File: src/rtl/fb_read_arbiter.sv
// Frame-buffer BRAM read-port arbiter: display scan-out has absolute priority,
// the processing engine fills idle cycles via valid/ready and is starvation-monitored.
module fb_read_arbiter #(
  parameter int ADDR_W       = 18,
  parameter int DATA_W       = 12,
  parameter int RD_LATENCY   = 1,
  parameter int STARVE_LIMIT = 64
) (
  input  logic              i_clk,
  input  logic              i_rstn,
  input  logic              i_disp_req,
  input  logic [ADDR_W-1:0] i_disp_addr,
  output logic              o_disp_valid,
  output logic [DATA_W-1:0] o_disp_data,
  input  logic              i_proc_valid,
  input  logic [ADDR_W-1:0] i_proc_addr,
  output logic              o_proc_ready,
  output logic              o_proc_rvalid,
  output logic [DATA_W-1:0] o_proc_data,
  output logic              o_bram_en,
  output logic [ADDR_W-1:0] o_bram_addr,
  input  logic [DATA_W-1:0] i_bram_data,
  input  logic              i_stat_clr,
  output logic              o_proc_starved,
  output logic [15:0]       o_proc_grants
);

  localparam int CNT_W = $clog2(STARVE_LIMIT + 1);

  typedef struct packed {
    logic disp;
    logic proc;
  } tag_t;

  logic                   proc_hs;
  logic                   proc_wait;
  tag_t                   tag_in;
  tag_t                   tag_ret;
  tag_t [RD_LATENCY:0]    tag_q;
  logic [CNT_W-1:0]       wait_cnt;
  logic [CNT_W-1:0]       wait_cnt_nxt;

  // Display never waits; processing only sees ready on cycles display leaves free.
  assign o_proc_ready = ~i_disp_req & i_rstn;
  assign proc_hs      = i_proc_valid & o_proc_ready;
  assign proc_wait    = i_proc_valid & ~o_proc_ready;
  assign tag_in       = '{disp: i_disp_req, proc: proc_hs};
  assign tag_ret      = tag_q[RD_LATENCY];

  always_comb begin
    // NOTE: default first so every path assigns wait_cnt_nxt; no latch is inferred.
    wait_cnt_nxt = '0;
    if (proc_wait) begin
      wait_cnt_nxt = (wait_cnt == CNT_W'(STARVE_LIMIT)) ? wait_cnt : wait_cnt + CNT_W'(1);
    end
  end

  // Issue stage and tag pipeline; the tag reaching the last stage lines up with i_bram_data.
  always_ff @(posedge i_clk) begin
    // NOTE: non-blocking assignments so every register samples pre-edge values.
    if (!i_rstn) begin
      o_bram_en   <= 1'b0;
      o_bram_addr <= '0;
      // NOTE: the tag pipeline is reset (unlike a data RAM) so in-flight reads are dropped.
      tag_q       <= '0;
    end else begin
      o_bram_en <= i_disp_req | proc_hs;
      if (i_disp_req) begin
        o_bram_addr <= i_disp_addr;
      end else if (proc_hs) begin
        o_bram_addr <= i_proc_addr;
      end
      tag_q <= {tag_q[RD_LATENCY-1:0], tag_in};
    end
  end

  // Return stage: display data is black whenever it is not valid.
  always_ff @(posedge i_clk) begin
    if (!i_rstn) begin
      o_disp_valid  <= 1'b0;
      o_disp_data   <= '0;
      o_proc_rvalid <= 1'b0;
      o_proc_data   <= '0;
    end else begin
      o_disp_valid  <= tag_ret.disp;
      o_disp_data   <= tag_ret.disp ? i_bram_data : '0;
      o_proc_rvalid <= tag_ret.proc;
      if (tag_ret.proc) begin
        o_proc_data <= i_bram_data;
      end
    end
  end

  // Statistics: a starvation set in the same cycle as a clear takes precedence.
  always_ff @(posedge i_clk) begin
    if (!i_rstn) begin
      wait_cnt       <= '0;
      o_proc_starved <= 1'b0;
      o_proc_grants  <= '0;
    end else begin
      wait_cnt <= wait_cnt_nxt;
      if (wait_cnt_nxt == CNT_W'(STARVE_LIMIT)) begin
        o_proc_starved <= 1'b1;
      end else if (i_stat_clr) begin
        o_proc_starved <= 1'b0;
      end
      if (i_stat_clr) begin
        o_proc_grants <= proc_hs ? 16'd1 : 16'd0;
      end else if (proc_hs) begin
        o_proc_grants <= o_proc_grants + 16'd1;
      end
    end
  end

endmodule

File: config.mk
export PLATFORM = sky130hd
export DESIGN_NAME = fb_read_arbiter
export DESIGN_NICKNAME = d
export VERILOG_FILES = /design/src/rtl/fb_read_arbiter.sv
export SDC_FILE = /design/constraint.sdc
export NUM_CORES = 1
export LEC_CHECK = 0
export BUFFER_PORTS_ARGS = -buffer_cell sky130_fd_sc_hd__buf_2
export CAP_MARGIN = 25
export CORE_MARGIN = 2
export CORE_UTILIZATION = 35
export DETAILED_ROUTE_END_ITERATION = 6
export PLACE_DENSITY = 0.73
export SLEW_MARGIN = 0
export SYNTH_ARGS = -nofsm -noshare
export SYNTH_HDL_FRONTEND = slang
export SYNTH_SLANG_ARGS = --single-unit
File: constraint.sdc
create_clock -name i_clk -period 1.5 [get_ports i_clk]
set_input_delay 0.225 -clock i_clk [delete_from_list [all_inputs] [get_ports i_clk]]
set_output_delay 0.225 -clock i_clk [all_outputs]
set_load 0.01 [all_outputs]
Word-level counts from Yosys, hierarchy flattened
Index checks and enable logic that the tools add are counted.
- output and inout bits: 63
- register bits: 73
- input port bits: 53
- logic and storage cells: 36
- add/sub/neg operators: 2
- muxes and demuxes: 9
- eq/ne operators: 2
- bitwise logic cells: 6
- reductions and logical operators: 4
- operator list (kind ; number):
    18-bit 2-to-1 mux ; 2
    16-bit 2-to-1 mux ; 2
    16-bit by 1-bit adder with 16-bit output, second input constant ; 1
    7-bit == test, second input constant ; 2
    7-bit 2-to-1 mux ; 2
    7-bit by 1-bit adder with 7-bit output, second input constant ; 1
    2-bit nonzero test ; 3
    1-bit bitwise AND ; 3
    1-bit 2-to-1 mux ; 3
    1-bit NOT ; 2
    2-bit AND reduction ; 1
    1-bit OR ; 1

Depth between registers and ports, before layout
- depth after elaboration: 7
- depth in mapped cells: 8
- gate-level depth less buffers: 7

Worst setup path before layout
Ideal clock, no wire load.
- path type: register to register
- start: register wait_cnt[2]
- end: register o_proc_starved
- stages on the path, launching flop included: 7
- path slack: 0.027 ns
- clock period less this slack: 1.473 ns
- setup time: 0.138 ns
- required time: 1.362 ns
- buffers on the path: 1
- arrival: 1.336 ns
- path through: dfxtp_1 > buf_6 > or3_4 > nor3_4 > nor3_1 > nand3_1 > a41oi_2
- word-level cells in the longest chain between the ends: 5
- elaborated cells on any way between the ends: 7
- classes of those cells: 1 x add/sub; 2 x eq/ne; 3 x mux; 1 x reduce/logical
- RTL lines (element ; RTL line ; RTL):
    from (decl) ; 40 ; logic [CNT_W-1:0] wait_cnt;
    from (signal assigned) ; 101 ; wait_cnt <= wait_cnt_nxt;
    7-bit by 1-bit adder with 7-bit output or 7-bit == test (tied branches) ; 54 ; wait_cnt_nxt = (wait_cnt == CNT_W'(STARVE_LIMIT)) ? wait_cnt : wait_cnt + CNT_W'(1);
    7-bit 2-to-1 mux (*) ; 54 ;
    7-bit 2-to-1 mux (*) ; 53 ; if (proc_wait) begin
    7-bit == test (*) ; 102 ; if (wait_cnt_nxt == CNT_W'(STARVE_LIMIT)) begin
    1-bit 2-to-1 mux or 2-bit nonzero test (tied branches) ; n/a ;
    to (signal assigned) ; 98 ; o_proc_starved <= 1'b0;
    to (signal assigned) ; 103 ; o_proc_starved <= 1'b1;
    to (signal assigned) ; 105 ; o_proc_starved <= 1'b0;
    to (decl) ; 24 ; output logic o_proc_starved,
Mark *: on every way between the ends. The rest lies on a longest branch, timed or not.
A chain may end at the register's enable or synchronous reset.

Final worst setup path
- start: register o_proc_grants[2]
- end: register o_proc_grants[9]
- word-level cells in the longest chain between the ends: 3
- RTL lines (element ; RTL line ; RTL):
    from (decl) ; 25 ; output logic [15:0] o_proc_grants
    from (signal assigned) ; 108 ; o_proc_grants <= proc_hs ? 16'd1 : 16'd0;
    from (signal assigned) ; 110 ; o_proc_grants <= o_proc_grants + 16'd1;
    16-bit by 1-bit adder with 16-bit output ; 110 ;
    16-bit 2-to-1 mux ; 109 ; end else if (proc_hs) begin
    16-bit 2-to-1 mux ; 107 ; if (i_stat_clr) begin
Every way passes these cells. The select of a mux whose other input is x is not followed.

==> flow_summary.toml <==
[power]
leakage_uw = 0.00187
p_per_area_mw_per_mm2 = 1030
vdd_drop_max_mv = 0.624

[critical_path]
crit_required_ns = 1.78
cp_max_fo = 5
arrival_ns = 1.69
crit_chain = "nand4b_1 > or2_4 > or3_1 > a21oi_1"
critPathTopFamily = "simple AND/OR/NAND/NOR gates"
r2r_cells = 4
crit_slowest_cell = "dfxtp_2"
slowest_delay_ns = 0.36
startpoint_type = "register"
cp.depth = 4
critPathBufInv = 0
end_kind = "register"
path_class = "reg -> reg"

[logic_synthesis]
synth_seq_area_share_pct = 49.1
ys_ff_latch = 73
synth_cells = 309
netlist_area_mm2 = 0.00298
yosysWarnings = 0
syn_area_per_cell_um2 = 9.63
synthTopCellsByArea = "dfxtp_1 (49%), mux2i_1 (11%), and2_1 (5.3%)"
synth_nets = 365
synth_cell_types = 37
synthArstFlopShare_pct = 0
synth_edf_count = 0
yosysTopAreaCell = "dfxtp_1"
synth_top_area_share_pct = 49.1
synthFlopType = "dfxtp_1"

[routing]
ant_nets = 0
dr.pass1.iters = 4
routed_wl_um = 6790
drtIter0Drc = 86
avgViaCountPerCell = 4.63
via_count = 2518
drc_errors = 0
wl_per_cell_um = 12.5

[cts]
hold_buffers = 0
numCtsBuffers = 9
numClockSinks = 73
cts_root_buffer = "clkbuf_8"
cts_tree = "built"
clkTransAtPathRegs_ns = 0.08
cts_buffer_depth = 2
clk_latency_ns = 0.34
h-tree-depth = 3

[finish]
stdcell_area_mm2 = 0.00398
area_delta_synth_final_pct = 33.7
fillers = 767
final_common_cell = "buf_2"
final_cell_mix = "buf_2 (115), dfxtp_1 (70), mux2i_1 (32), nand2_1 (26), and2_1 (25)"
nets = 488
drive_above_1_share_pct = 36.4

[outcome]
status = "finished, final reports clean"

[timing]
setup_viol = 0
clock_skew_ns = 0.00848
final_max_slew_viol_count = 0
hold_viol_final = 0
max_slew.worst_pin.slew_ns = 0.424
slew_headroom_pct = 71.7
finalCritPeriodShare_pct = 94.1
fin_crit_ns = 1.41
fmax_mhz = 709
fin_ws_ns = 0.0888

[placement]
dpl.hpwl_um = 4860
port_buffers = 115
gp_congestion = 0.861
placed_cell_area_mm2 = 0.00372
post-place-ws_ns = 0.0433

[floorplan]
die_y_um = 96.2
initial_core_util_pct = 36.2
io_pins = 116
fp.dieArea_mm2 = 0.00925
row_count = 33
fp.dieW_um = 96.2
core_area_mm2 = 0.00822

[job]
max_cap_violations = 0

[grt]
gr-total-overflow = 0
grt_pass1_wl_um = 10900
antenna_found_initial = 2
grt_pass1_vias = 2501
track_usage_pct = 15.1
grt_start_max_net_pins = 42

[hold_path]
hp-class = "in -> reg"
holdPathStages = 2
## path summary, 6_finish.rpt
kind                            to  slack [ns]              from
setup / recovery  o_proc_grants[9]        0.09  o_proc_grants[2]
hold / removal      o_disp_data[9]        0.11    i_bram_data[9]
setup reg to reg  o_proc_grants[9]        0.09  o_proc_grants[2]
hold reg to reg           tag_q[3]        0.44          tag_q[1]
## logic make-up (layout without fill, tap and decap cells)
group           Yosys count  in the layout  synth area share [%]
compound gates           27             27                  5.30
mux                      32             32                  10.8
fa+ha+maj                 3              3                  1.26
other cells               0              2                     0
flops                    73             73                  49.1
xor+xnor                 20             20                  5.89
buf+inv                  23            151                  3.53
simple gates            131            131                  24.1
## per-stage QoR
step | hold slack [ns] | total power, uW | TNS (ns) | instances | utilization, %
5_1_grt | 0.0974 | 4280 | -0.00494 | 544 | 48.4
3_5_place_dp | 0.418 | 2420 | 0 | 525 | 45.3
6_report | 0.114 | 4080 | 0 | 544 | 48.4
4_1_cts | 0.0913 | 4150 | 0 | 541 | 48.0
2_1_floorplan | 0.369 | 2250 | 0 | 309 | -
3_3_place_gp | 0.415 | 2410 | 0 | 525 | 45.3
## report_power, final
| part | internal, uW | total (uW) | switching [uW] |
|---|---|---|---|
| combinational | 177 | 347 | 170 |
| sequential | 1990 | 2020 | 30.3 |
| clock | 950 | 1710 | 765 |
| total | 3120 | 4080 | 965 |
## layout make-up
type | instances | area [um2] | area share [%]
flip-flops and latches | 73 | 1470 | 36.9
inverters | 3 | 11.3 | 0.283
clock inverters | 7 | 103 | 2.58
diodes | 2 | 5.00 | 0.126
well taps | 105 | 131 | 3.30
repair buffers | 132 | 716 | 18.0
multi-input cells | 213 | 1420 | 35.7
clock buffers | 9 | 124 | 3.11
## per-layer routing
layer / global-route usage [%] / part of all wire, % / up-vias
met5: 0 / 0 / -
met4: 7.74 / 2.3 / 0
met3: 4.31 / 7.2 / 14
met2: 25.5 / 45 / 87
met1: 17.4 / 45 / 1139
li1: - / - / 1278
## sequential cells by signal (all words and copies together), names as in the netlist
| signal | count |
|---|---|
| o_bram_en | 1 |
| o_proc_grants | 16 |
| o_proc_starved | 1 |
| o_proc_data | 12 |
| wait_cnt | 7 |
| o_disp_valid | 1 |
| tag_q | 4 |
| o_disp_data | 12 |
| o_bram_addr | 18 |
| o_proc_rvalid | 1 |
## cell usage after synthesis (2+ instances only)
master    count
and3_1       15
mux2i_1      32
ha_1          3
dfxtp_1      73
nand2b_1      2
buf_2         3
xnor2_1       6
nand3_1      10
clkbuf_1     14
buf_4         2
nor3_1        3
nor2b_1      14
nand4_1       5
xor2_1       14
nor2_1       21
inv_1         3
nand2_1      26
o21ai_0      20
and2_1       25
## what timing repair did
item	4_1_cts	5_1_grt
gates resized for setup	0	7
setup endpoints to repair	0	5
buffers inserted	0	1
Note: power is estimated with default switching activity, not from simulation.
